### config.mk
export PLATFORM = sky130hd
export DESIGN_NAME = alu_seq
export DESIGN_NICKNAME = d
export VERILOG_FILES = /design/src/rtl/alu_pkg.sv /design/src/rtl/alu_mul_iter.sv /design/src/rtl/alu_seq.sv
export SDC_FILE = /design/constraint.sdc
export NUM_CORES = 1
export LEC_CHECK = 0
export ABC_AREA = 1
export CORE_MARGIN = 2
export CORE_UTILIZATION = 55
export CTS_BUF_LIST = sky130_fd_sc_hd__clkbuf_4 sky130_fd_sc_hd__clkbuf_8
export CTS_CLUSTER_SIZE = 25
export DETAILED_ROUTE_END_ITERATION = 12
export GPL_ROUTABILITY_DRIVEN = 0
export PLACE_DENSITY = 0.84
export SETUP_SLACK_MARGIN = 0.1
export SLEW_MARGIN = 30
export SYNTH_ARGS = -nofsm -noshare
export SYNTH_HDL_FRONTEND = slang
export SYNTH_SLANG_ARGS = --single-unit
### constraint.sdc
create_clock -name clk -period 1.3 [get_ports clk]
set_input_delay 0.195 -clock clk [delete_from_list [all_inputs] [get_ports clk]]
set_output_delay 0.195 -clock clk [all_outputs]
set_load 0.1 [all_outputs]
### src/rtl/alu_pkg.sv
// rtl/alu_pkg.sv - shared op, state and flag types for alu_seq
package alu_pkg;

    typedef enum logic [2:0] {
        OP_ADD = 3'b000,
        OP_SUB = 3'b001,
        OP_AND = 3'b010,
        OP_OR  = 3'b011,
        OP_XOR = 3'b100,
        OP_SHL = 3'b101,
        OP_SHR = 3'b110,
        OP_MUL = 3'b111
    } alu_op_e;

    typedef enum logic {
        ST_IDLE = 1'b0,
        ST_MUL  = 1'b1
    } alu_state_e;

    typedef struct packed {
        logic carry;
        logic zero;
        logic neg;
        logic ovf;
        logic err;
    } alu_flags_t;

endpackage

### src/rtl/alu_mul_iter.sv
// rtl/alu_mul_iter.sv - iterative unsigned shift-add multiplier, one partial product per cycle
module alu_mul_iter #(
    parameter int WIDTH = 8
) (
    input  logic               clk,
    input  logic               rst_n,
    input  logic               start,
    input  logic [WIDTH-1:0]   a,
    input  logic [WIDTH-1:0]   b,
    output logic               done,
    output logic [2*WIDTH-1:0] product
);

    localparam int CW = $clog2(WIDTH) + 1;

    logic [2*WIDTH-1:0] mcand;
    logic [2*WIDTH-1:0] acc;
    logic [2*WIDTH-1:0] acc_next;
    logic [WIDTH-1:0]   mplier;
    logic [CW-1:0]      cnt;

    always_comb begin
        acc_next = acc + (mplier[0] ? mcand : '0);
    end

    always_ff @(posedge clk or negedge rst_n) begin
        if (!rst_n) begin
            mcand  <= '0;
            acc    <= '0;
            mplier <= '0;
            cnt    <= '0;
        end else if (start) begin
            mcand  <= {{WIDTH{1'b0}}, a};
            acc    <= '0;
            mplier <= b;
            cnt    <= CW'(WIDTH);
        end else if (cnt != '0) begin
            acc    <= acc_next;
            mcand  <= mcand << 1;
            mplier <= mplier >> 1;
            cnt    <= cnt - 1'b1;
        end
    end

    // The final step's sum is handed out combinationally so the owner can capture it on that edge
    assign done    = (cnt == CW'(1));
    assign product = acc_next;

endmodule

### src/rtl/alu_seq.sv
// rtl/alu_seq.sv - registered WIDTH-bit ALU with valid/ready handshake and status flags
// Define ALU_MUL_EN to build the iterative multiply for sel=111; otherwise it is an illegal op.
module alu_seq
    import alu_pkg::*;
#(
    parameter int WIDTH = 8
) (
    input  logic             clk,
    input  logic             rst_n,
    input  logic             in_valid,
    output logic             in_ready,
    input  logic [WIDTH-1:0] a,
    input  logic [WIDTH-1:0] b,
    input  logic [2:0]       sel,
    output logic             out_valid,
    input  logic             out_ready,
    output logic [WIDTH-1:0] result,
    output logic [WIDTH-1:0] res_hi,
    output logic             carry,
    output logic             zero,
    output logic             neg,
    output logic             ovf,
    output logic             err
);

    localparam int AW = $clog2(WIDTH);

    alu_state_e         state, state_next;
    alu_op_e            op;
    alu_flags_t         flags_c, flags_q;
    logic [WIDTH-1:0]   res_c, result_q, res_hi_q;
    logic [WIDTH:0]     sum, diff, shl_w, shr_w;
    logic [AW-1:0]      amt;
    logic               accept, mul_go, mul_fin;
    logic [2*WIDTH-1:0] mul_prod;

    assign op       = alu_op_e'(sel);
    assign in_ready = rst_n && (state == ST_IDLE) && (!out_valid || out_ready);
    assign accept   = in_valid && in_ready;

    // Shifts run one bit wider so the last bit shifted out lands in the extra position
    always_comb begin
        amt     = b[AW-1:0];
        sum     = {1'b0, a} + {1'b0, b};
        diff    = {1'b0, a} - {1'b0, b};
        shl_w   = {1'b0, a} << amt;
        shr_w   = {a, 1'b0} >> amt;
        res_c   = '0;
        flags_c = '0;
        case (op)
            OP_ADD: begin
                res_c         = sum[WIDTH-1:0];
                flags_c.carry = sum[WIDTH];
                flags_c.ovf   = (a[WIDTH-1] == b[WIDTH-1]) && (sum[WIDTH-1] != a[WIDTH-1]);
            end
            OP_SUB: begin
                res_c         = diff[WIDTH-1:0];
                flags_c.carry = diff[WIDTH];
                flags_c.ovf   = (a[WIDTH-1] != b[WIDTH-1]) && (diff[WIDTH-1] != a[WIDTH-1]);
            end
            OP_AND: res_c = a & b;
            OP_OR:  res_c = a | b;
            OP_XOR: res_c = a ^ b;
            OP_SHL: begin
                res_c         = shl_w[WIDTH-1:0];
                flags_c.carry = shl_w[WIDTH];
            end
            OP_SHR: begin
                res_c         = shr_w[WIDTH:1];
                flags_c.carry = shr_w[0];
            end
            default: flags_c.err = 1'b1;
        endcase
        if (!flags_c.err) begin
            flags_c.zero = (res_c == '0);
            flags_c.neg  = res_c[WIDTH-1];
        end
    end

`ifdef ALU_MUL_EN
    logic mul_done;

    alu_mul_iter #(.WIDTH(WIDTH)) u_mul (
        .clk     (clk),
        .rst_n   (rst_n),
        .start   (mul_go),
        .a       (a),
        .b       (b),
        .done    (mul_done),
        .product (mul_prod)
    );

    assign mul_go  = accept && (op == OP_MUL);
    assign mul_fin = (state == ST_MUL) && mul_done;
`else
    assign mul_go   = 1'b0;
    assign mul_fin  = 1'b0;
    assign mul_prod = '0;
`endif

    always_ff @(posedge clk or negedge rst_n) begin
        if (!rst_n) begin
            state <= ST_IDLE;
        end else begin
            state <= state_next;
        end
    end

    always_comb begin
        state_next = state;
        case (state)
            ST_IDLE: if (mul_go)  state_next = ST_MUL;
            ST_MUL:  if (mul_fin) state_next = ST_IDLE;
            default: state_next = ST_IDLE;
        endcase
    end

    // A multiply is only accepted when the slot drains on the same edge, so the last branch clears it
    always_ff @(posedge clk or negedge rst_n) begin
        if (!rst_n) begin
            out_valid <= 1'b0;
            result_q  <= '0;
            res_hi_q  <= '0;
            flags_q   <= '0;
        end else if (accept && !mul_go) begin
            out_valid <= 1'b1;
            result_q  <= res_c;
            res_hi_q  <= '0;
            flags_q   <= flags_c;
        end else if (mul_fin) begin
            out_valid     <= 1'b1;
            result_q      <= mul_prod[WIDTH-1:0];
            res_hi_q      <= mul_prod[2*WIDTH-1:WIDTH];
            flags_q.carry <= |mul_prod[2*WIDTH-1:WIDTH];
            flags_q.zero  <= (mul_prod == '0);
            flags_q.neg   <= mul_prod[WIDTH-1];
            flags_q.ovf   <= |mul_prod[2*WIDTH-1:WIDTH];
            flags_q.err   <= 1'b0;
        end else if (out_valid && out_ready) begin
            out_valid <= 1'b0;
        end
    end

    assign result = result_q;
    assign res_hi = res_hi_q;
    assign carry  = flags_q.carry;
    assign zero   = flags_q.zero;
    assign neg    = flags_q.neg;
    assign ovf    = flags_q.ovf;
    assign err    = flags_q.err;

endmodule
==> results of run 1 <==
stage by stage:
stage	area [sq um]	setup slack [ps]	cells
CTS	4180	-279	603
detailed placement	3510	-1050	577
global placement	3510	-1020	577
floorplan	2540	-373	438
kinds of logic after synthesis:
| group | Yosys count | synth area share [%] |
|---|---|---|
| AND/OR/NAND/NOR | 276 | 48.9 |
| buffers and inverters | 77 | 14.3 |
| AO/OA/AOI/OAI | 35 | 7.69 |
| adder cells (fa/ha/maj) | 27 | 14.4 |
| flip-flops | 14 | 14.3 |
| XOR/XNOR | 1 | 0.357 |
| other | 1 | 0.153 |
timing repair:
item | CTS
resized for setup | 210
pin swaps | 58
cloned | 1
setup endpoints to repair | 15
buffers inserted | 21
cells in the mapped netlist (all sizes together):
| master | n | area share (%) |
|---|---|---|
| a21oi | 14 | 2.9 |
| a31oi | 1 | 0.25 |
| and2 | 1 | 0.25 |
| buf | 19 | 5.5 |
| clkbuf | 1 | 0.15 |
| conb | 1 | 0.15 |
| dfrtp | 14 | 14 |
| fa | 2 | 1.6 |
| ha | 25 | 13 |
| inv | 57 | 8.7 |
| nand2 | 137 | 21 |
| nand3 | 79 | 17 |
| nand3b | 1 | 0.31 |
| nand4 | 7 | 1.8 |
| nor2 | 47 | 8.0 |
| nor3 | 3 | 0.61 |
| o211ai | 2 | 0.61 |
| o21a | 3 | 0.92 |
| o21ai | 15 | 3.1 |
| or2 | 1 | 0.25 |
| xor2 | 1 | 0.36 |
==> flow_summary.json, run 1 <==
{
  "status": "did not finish",
  "haltStage": "global routing (5_1_grt)",
  "tool.error": "[ERROR DPL-0038] Utilization greater than 100%, impossible to legalize",
  "grt_start_max_net_pins": 20,
  "cts.sink_count": 14,
  "postCtsHoldBufs": 0,
  "avgSynthCellArea_sq_um": 5.70,
  "worst-ep-kind": "register input",
  "initial_core_util_pct": 56.8,
  "numCtsBuffers": 3,
  "ys_warn_count": 0,
  "synth_cells": 431,
  "ys_ff_latch": 14,
  "postGrtWorstEndpoint": "zero$_DFFE_PN0P_/D",
  "io_buffers": 37,
  "hpwl_mm": 6.83,
  "cts-root-buf": "clkbuf_8",
  "yosysSeqAreaShare_pct": 14.3,
  "die_height_microns": 70.8,
  "ys_types": 28,
  "cts_buffer_depth": 2,
  "netlist_area_sq_um": 2460,
  "die_w_microns": 70.8,
  "fp-row-count": 24,
  "io_pins": 46,
  "cts_max_level": 1
}
==> inputs of run 2 (changes only) <==
--- a/config.mk
+++ b/config.mk
@@ -7,13 +7,10 @@
 export LEC_CHECK = 0
 export ABC_AREA = 1
 export CORE_MARGIN = 2
-export CORE_UTILIZATION = 55
-export CTS_BUF_LIST = sky130_fd_sc_hd__clkbuf_4 sky130_fd_sc_hd__clkbuf_8
-export CTS_CLUSTER_SIZE = 25
+export CORE_UTILIZATION = 40
 export DETAILED_ROUTE_END_ITERATION = 12
 export GPL_ROUTABILITY_DRIVEN = 0
-export PLACE_DENSITY = 0.84
-export SETUP_SLACK_MARGIN = 0.1
+export PLACE_DENSITY_LB_ADDON = 0.15
 export SLEW_MARGIN = 30
 export SYNTH_ARGS = -nofsm -noshare
 export SYNTH_HDL_FRONTEND = slang
==> flow_summary.json, run 2 <==
{
  "min_period_over_period_pct": 132,
  "grt_pass1_wl_mm": 15.6,
  "synth-edff-count": 0,
  "drt-initial-drc-count": 376,
  "diodes": 0,
  "vias": 3549,
  "worstSkewPairLatency_ps": 250,
  "yosysTopAreaCell": "nand2_1",
  "setup_violations": 12,
  "cts.sink_count": 14,
  "violations": "setup timing",
  "final_cell_mix": "nand2_1, buf_4, nand3_1, nor2_1, nand2_2",
  "slowest_delay_ps": 330,
  "yosysMostFrequentCell": "nand2_1",
  "cts_buffer_depth": 2,
  "ys.flop_type": "dfrtp_1",
  "r2r_setup_slack_ps": -150,
  "rsz0062_at_grt": "yes",
  "async_flop_share_pct": 100,
  "endpoint_kind": "register",
  "layout_setup_ws_ps": -419,
  "avgSynthCellArea_sq_um": 5.70,
  "synth_top_area_share_pct": 20.9,
  "postCtsHoldBufs": 0,
  "regToRegEndpoint": "zero",
  "synth_cells": 431,
  "p_leak_nw": 2.16,
  "path_clk_slew_ps": 60,
  "synth_area_leaders": "nand2_1, nand3_1, dfrtp_1",
  "ys_ff_latch": 14,
  "wire_per_inst_microns": 16.1,
  "post-route-min-period_ps": 1720,
  "powerDensity_nw_per_um2": 812,
  "ir_drop_uv": 908,
  "crit_chain": "buf_8 -> inv_4 -> ha_4 -> inv_2 -> fa_2 -> inv_1 -> nand2_1 -> nand2_1 -> nor2_1 -> nor2_1 -> nand3_1 -> nor2_2 -> nand3_1 -> nor2_1 -> nand4_1 -> nand2_1",
  "cts_max_level": 1,
  "io_pins": 46,
  "n_fill_cell": 449,
  "critPathLaunchType": "input pin",
  "status": "finished with violations",
  "wl_mm": 10.2,
  "synthToLayoutAreaGrowth_pct": 76.8,
  "fmax_mhz": 582,
  "path_max_fanout": 3,
  "cts_tree": "yes",
  "synth_common_cells": "nand2_1, nand3_1, inv_1",
  "cap_violations": 0,
  "nets": 607,
  "worstSetupPathType": "in -> reg",
  "hpwl_mm": 6.90,
  "crit_arrival_ps": 1910,
  "multi_input_area_sq_um": 2280,
  "netlist_area_sq_um": 2460,
  "hp-class": "in -> async",
  "die_w_microns": 82.4,
  "grt_antenna_before_repair": 0,
  "r2r_start": "out_valid",
  "largest_reg_flops": 8,
  "finalMaxSlewViolations": 0,
  "drive_gt1_share_pct": 47.1,
  "endpoint": "zero",
  "place_ws_ps": -1130,
  "final_common_cell": "nand2_1",
  "overflow": 0,
  "hold_violations": 0,
  "area.sequential_sq_um": 354,
  "die_area_sq_um": 6780,
  "routed_via_density": 5.62,
  "yosysSeqAreaShare_pct": 14.3,
  "rr_worst_depth": 8,
  "cts-root-buf": "clkbuf_8",
  "fin_skew_ps": 1.14,
  "grt_use_total_pct": 29.6,
  "initial_core_util_pct": 41.5,
  "drc": 0,
  "stdcell_area_sq_um": 4340,
  "fp-row-count": 28,
  "grt_start_max_net_pins": 20,
  "coreArea_sq_um": 5920,
  "grt_pass1_vias": 3318,
  "ys_warn_count": 0,
  "io_buffers": 37,
  "critical-path-slowest-cell": "fa_2",
  "numCtsBuffers": 3,
  "antenna_left": 0,
  "die_height_microns": 82.4,
  "place_area_sq_um": 3550,
  "startpoint": "a[0]",
  "dr.pass1.iters": 5,
  "crit_required_ps": 1490,
  "ys_types": 28
}
==> run 2: cell counts after synthesis <==
No cell type changed its count.
==> run 2: layout make-up <==
type / instances / share of cell area (%)
multi-input cells: 347 / 52.4
repair buffers: 134 / 30.5
flip-flops and latches: 14 / 8.15
inverters: 57 / 5.47
well taps: 75 / 2.16
clock buffers: 4 / 1.27
==> run 2: worst max-delay path, delay by kind of cell <==
kind / cells / cell delay [ps]
AND/OR/NAND/NOR: 10 / 990
adder cells (fa/ha/maj): 2 / 450
buffers and inverters: 4 / 270
==> run 2: stage by stage <==
| stage | std cells | total power [W] | util [%] | setup TNS (ps) | hold slack (ps) |
|---|---|---|---|---|---|
| 3_3_place_gp | 602 | 0.00266 | 60.0 | -10730 | 525 |
| 2_1_floorplan | 438 | 0.00186 | - | -3680 | -101 |
| 3_5_place_dp | 602 | 0.00268 | 60.0 | -11150 | 531 |
| 4_1_cts | 627 | 0.00336 | 70.5 | -1480 | 321 |
| 5_1_grt | 631 | 0.00369 | 73.4 | -3210 | 344 |
| 6_report | 631 | 0.00352 | 73.4 | -2110 | 308 |
==> run 2: what timing repair did <==
| action | CTS | global route |
|---|---|---|
| buffers inserted | 21 | 6 |
| resized for setup | 201 | 39 |
| setup endpoints to repair | 13 | 13 |
| pin swaps | 54 | 36 |
==> run 2: worst min-delay path by stage <==
stage	slack (ps)	endpoint	cells past startpoint	start
2_1_floorplan	-100	carry	0	rst_n
3_3_place_gp	530	result[6]	2	result[6]
3_5_place_dp	530	result[0]	2	result[0]
4_1_cts	320	out_valid	2	rst_n
5_1_grt	340	result[3]	2	rst_n
6_report	310	out_valid	2	rst_n
==> run 2: cells by family after synthesis <==
logic type | Yosys count | synth area share, %
AND/OR/NAND/NOR | 276 | 48.9
other | 1 | 0.153
XOR/XNOR | 1 | 0.357
adder cells (fa/ha/maj) | 27 | 14.4
AO/OA/AOI/OAI | 35 | 7.69
buffers and inverters | 77 | 14.3
flip-flops | 14 | 14.3
==> run 2: where the power goes <==
group / internal [W] / switching, W / leakage [nW]
Combinational: 0.000956 / 0.00153 / 1.95
Sequential: 0.000515 / 0.0000866 / 0.178
Clock: 0.000269 / 0.000164 / 0.0288
==> run 2: layer usage <==
metal  global-route usage, %  part of all wire [%]  routed length [microns]
met5                       0                     0                        0
met3                    3.48                   9.4                      954
met2                    53.5                    48                     4910
met1                    35.4                    36                     3670
met4                    11.8                   6.2                      629
Power figures use the tool's default switching activity.
==> inputs of run 3 (changes only) <==
--- a/config.mk
+++ b/config.mk
@@ -9,6 +9,7 @@
 export CORE_MARGIN = 2
 export CORE_UTILIZATION = 40
 export DETAILED_ROUTE_END_ITERATION = 12
+export DONT_BUFFER_PORTS = 1
 export GPL_ROUTABILITY_DRIVEN = 0
 export PLACE_DENSITY_LB_ADDON = 0.15
 export SLEW_MARGIN = 30
==> flow_summary.json, run 3 (synthesized netlist as in run 2, its figures left out) <==
{
  "hold_violations": 0,
  "path_max_fanout": 4,
  "antenna_left": 0,
  "wl_mm": 8.26,
  "grt_use_total_pct": 24.9,
  "rr_worst_depth": 8,
  "whs_ps": 38.2,
  "fin_skew_ps": 0.817,
  "stdcell_area_sq_um": 3420,
  "hp-class": "in -> reg",
  "cts_tree": "yes",
  "whs_path_depth": 1,
  "vias": 3043,
  "violations": "setup timing",
  "cts_max_level": 1,
  "crit_arrival_ps": 1680,
  "io_buffers": 0,
  "initial_core_util_pct": 41.5,
  "maxSlewHeadroom_pct": 57.8,
  "hold_end": "out_valid",
  "rsz0062_at_grt": "yes",
  "hpwl_mm": 6.49,
  "critPathLaunchType": "input pin",
  "cts-root-buf": "clkbuf_8",
  "drc": 0,
  "ir_drop_uv": 942,
  "holdCritStartpoint": "out_ready",
  "powerDensity_nw_per_um2": 839,
  "n_fill_cell": 571,
  "drt-initial-drc-count": 275,
  "regToRegEndpoint": "zero",
  "diodes": 0,
  "overflow": 0,
  "io_pins": 46,
  "cts.sink_count": 14,
  "worstSkewPairLatency_ps": 240,
  "fp-row-count": 28,
  "endpoint_kind": "register",
  "final_common_cell": "nand2_1",
  "layout_setup_ws_ps": -200,
  "status": "finished with violations",
  "min_period_over_period_pct": 115,
  "cap_violations": 0,
  "placed_cells": 561,
  "routed_via_density": 5.32,
  "final_cell_mix": "nand2_1, buf_4, nand3_1, inv_1, nor2_1",
  "drive_gt1_share_pct": 32.2,
  "place_area_sq_um": 3000,
  "r2r_start": "out_valid",
  "grt_antenna_before_repair": 0,
  "nets": 548,
  "path_clk_slew_ps": 60,
  "crit_required_ps": 1480,
  "worstSetupPathType": "in -> reg",
  "setup_violations": 7,
  "numCtsBuffers": 3,
  "finalMaxSlewViolations": 0,
  "r2r_setup_slack_ps": 20,
  "dr.pass1.iters": 5,
  "post-route-min-period_ps": 1500,
  "fmax_mhz": 667,
  "cts_buffer_depth": 2,
  "worst_pin_slew_ps": 631,
  "coreArea_sq_um": 5920,
  "final_cells": 572,
  "grt_pass1_vias": 2714,
  "die_w_microns": 82.4,
  "grt_start_max_net_pins": 20,
  "largest_reg_flops": 8,
  "die_area_sq_um": 6780,
  "grt_pass1_wl_mm": 12.9,
  "die_height_microns": 82.4,
  "p_leak_nw": 1.79,
  "wire_per_inst_microns": 14.4,
  "synthToLayoutAreaGrowth_pct": 39.4
}
-- run 3: timing repair --
item | CTS | global route
resized for setup | 58 | 28
setup buffers | 5 | 3
endpoints found under the hold margin | 14 | 0
pin swaps | 30 | 29
endpoints found under the setup margin | 12 | 12
gates cloned | 0 | 0
hold buffers | 1 | 0
-- run 3: worst max-delay path: stages --
cell,delay (ps)
clkinv_16,20
ha_4,120
inv_4,30
fa_2,360
inv_2,70
nand2_2,50
nand2_2,60
nor2_2,40
nor2_1,100
nand3_1,130
nor2_2,170
nand3_1,90
nor2_1,90
nand4_1,90
nand2_1,60
-- run 3: how the worst max path moves through the flow --
stage / start / endpoint / slack (ps) / depth (start not counted)
after floorplan: out_valid / zero / -370 / 8
after global placement: a[0] / zero / -500 / 14
after detailed placement: a[0] / zero / -510 / 13
after CTS: b[0] / zero / -210 / 12
after global routing: a[0] / zero / -310 / 15
final: a[0] / zero / -200 / 15
-- run 3: area by class of cell --
class	count	area, sq um	area share [%]
well taps	75	93.8	2.74
multi-input cells	347	2090	60.9
flip-flops and latches	14	354	10.3
inverters	57	250	7.31
clock buffers	4	55.1	1.61
repair buffers	75	586	17.1
-- run 3: where the power goes --
part / total [W] / internal (W) / switching (W)
registers: 0.000553 / 0.000515 / 0.0000386
clock network: 0.000419 / 0.000268 / 0.000151
logic: 0.00190 / 0.000574 / 0.00133
total: 0.00287 / 0.00136 / 0.00152
-- run 3: per-layer routing --
layer	share of wire [%]	global-route usage, %	wire, microns
met1	42	33.0	3460
met2	45	40.7	3740
met3	9.2	2.93	761
met5	0	0	0
met4	3.6	10.0	301
-- run 3: metrics by stage --
| step | TNS [ps] | util, % | power (W) | setup WS (ps) |
|---|---|---|---|---|
| after floorplan | -3680 | - | 0.00186 | -373 |
| after CTS | -450 | 55.7 | 0.00280 | -210 |
| after global routing | -1180 | 57.8 | 0.00304 | -312 |
| after global placement | -4150 | 50.7 | 0.00224 | -498 |
| final | -458 | 57.8 | 0.00287 | -200 |
| after detailed placement | -4280 | 50.7 | 0.00225 | -508 |
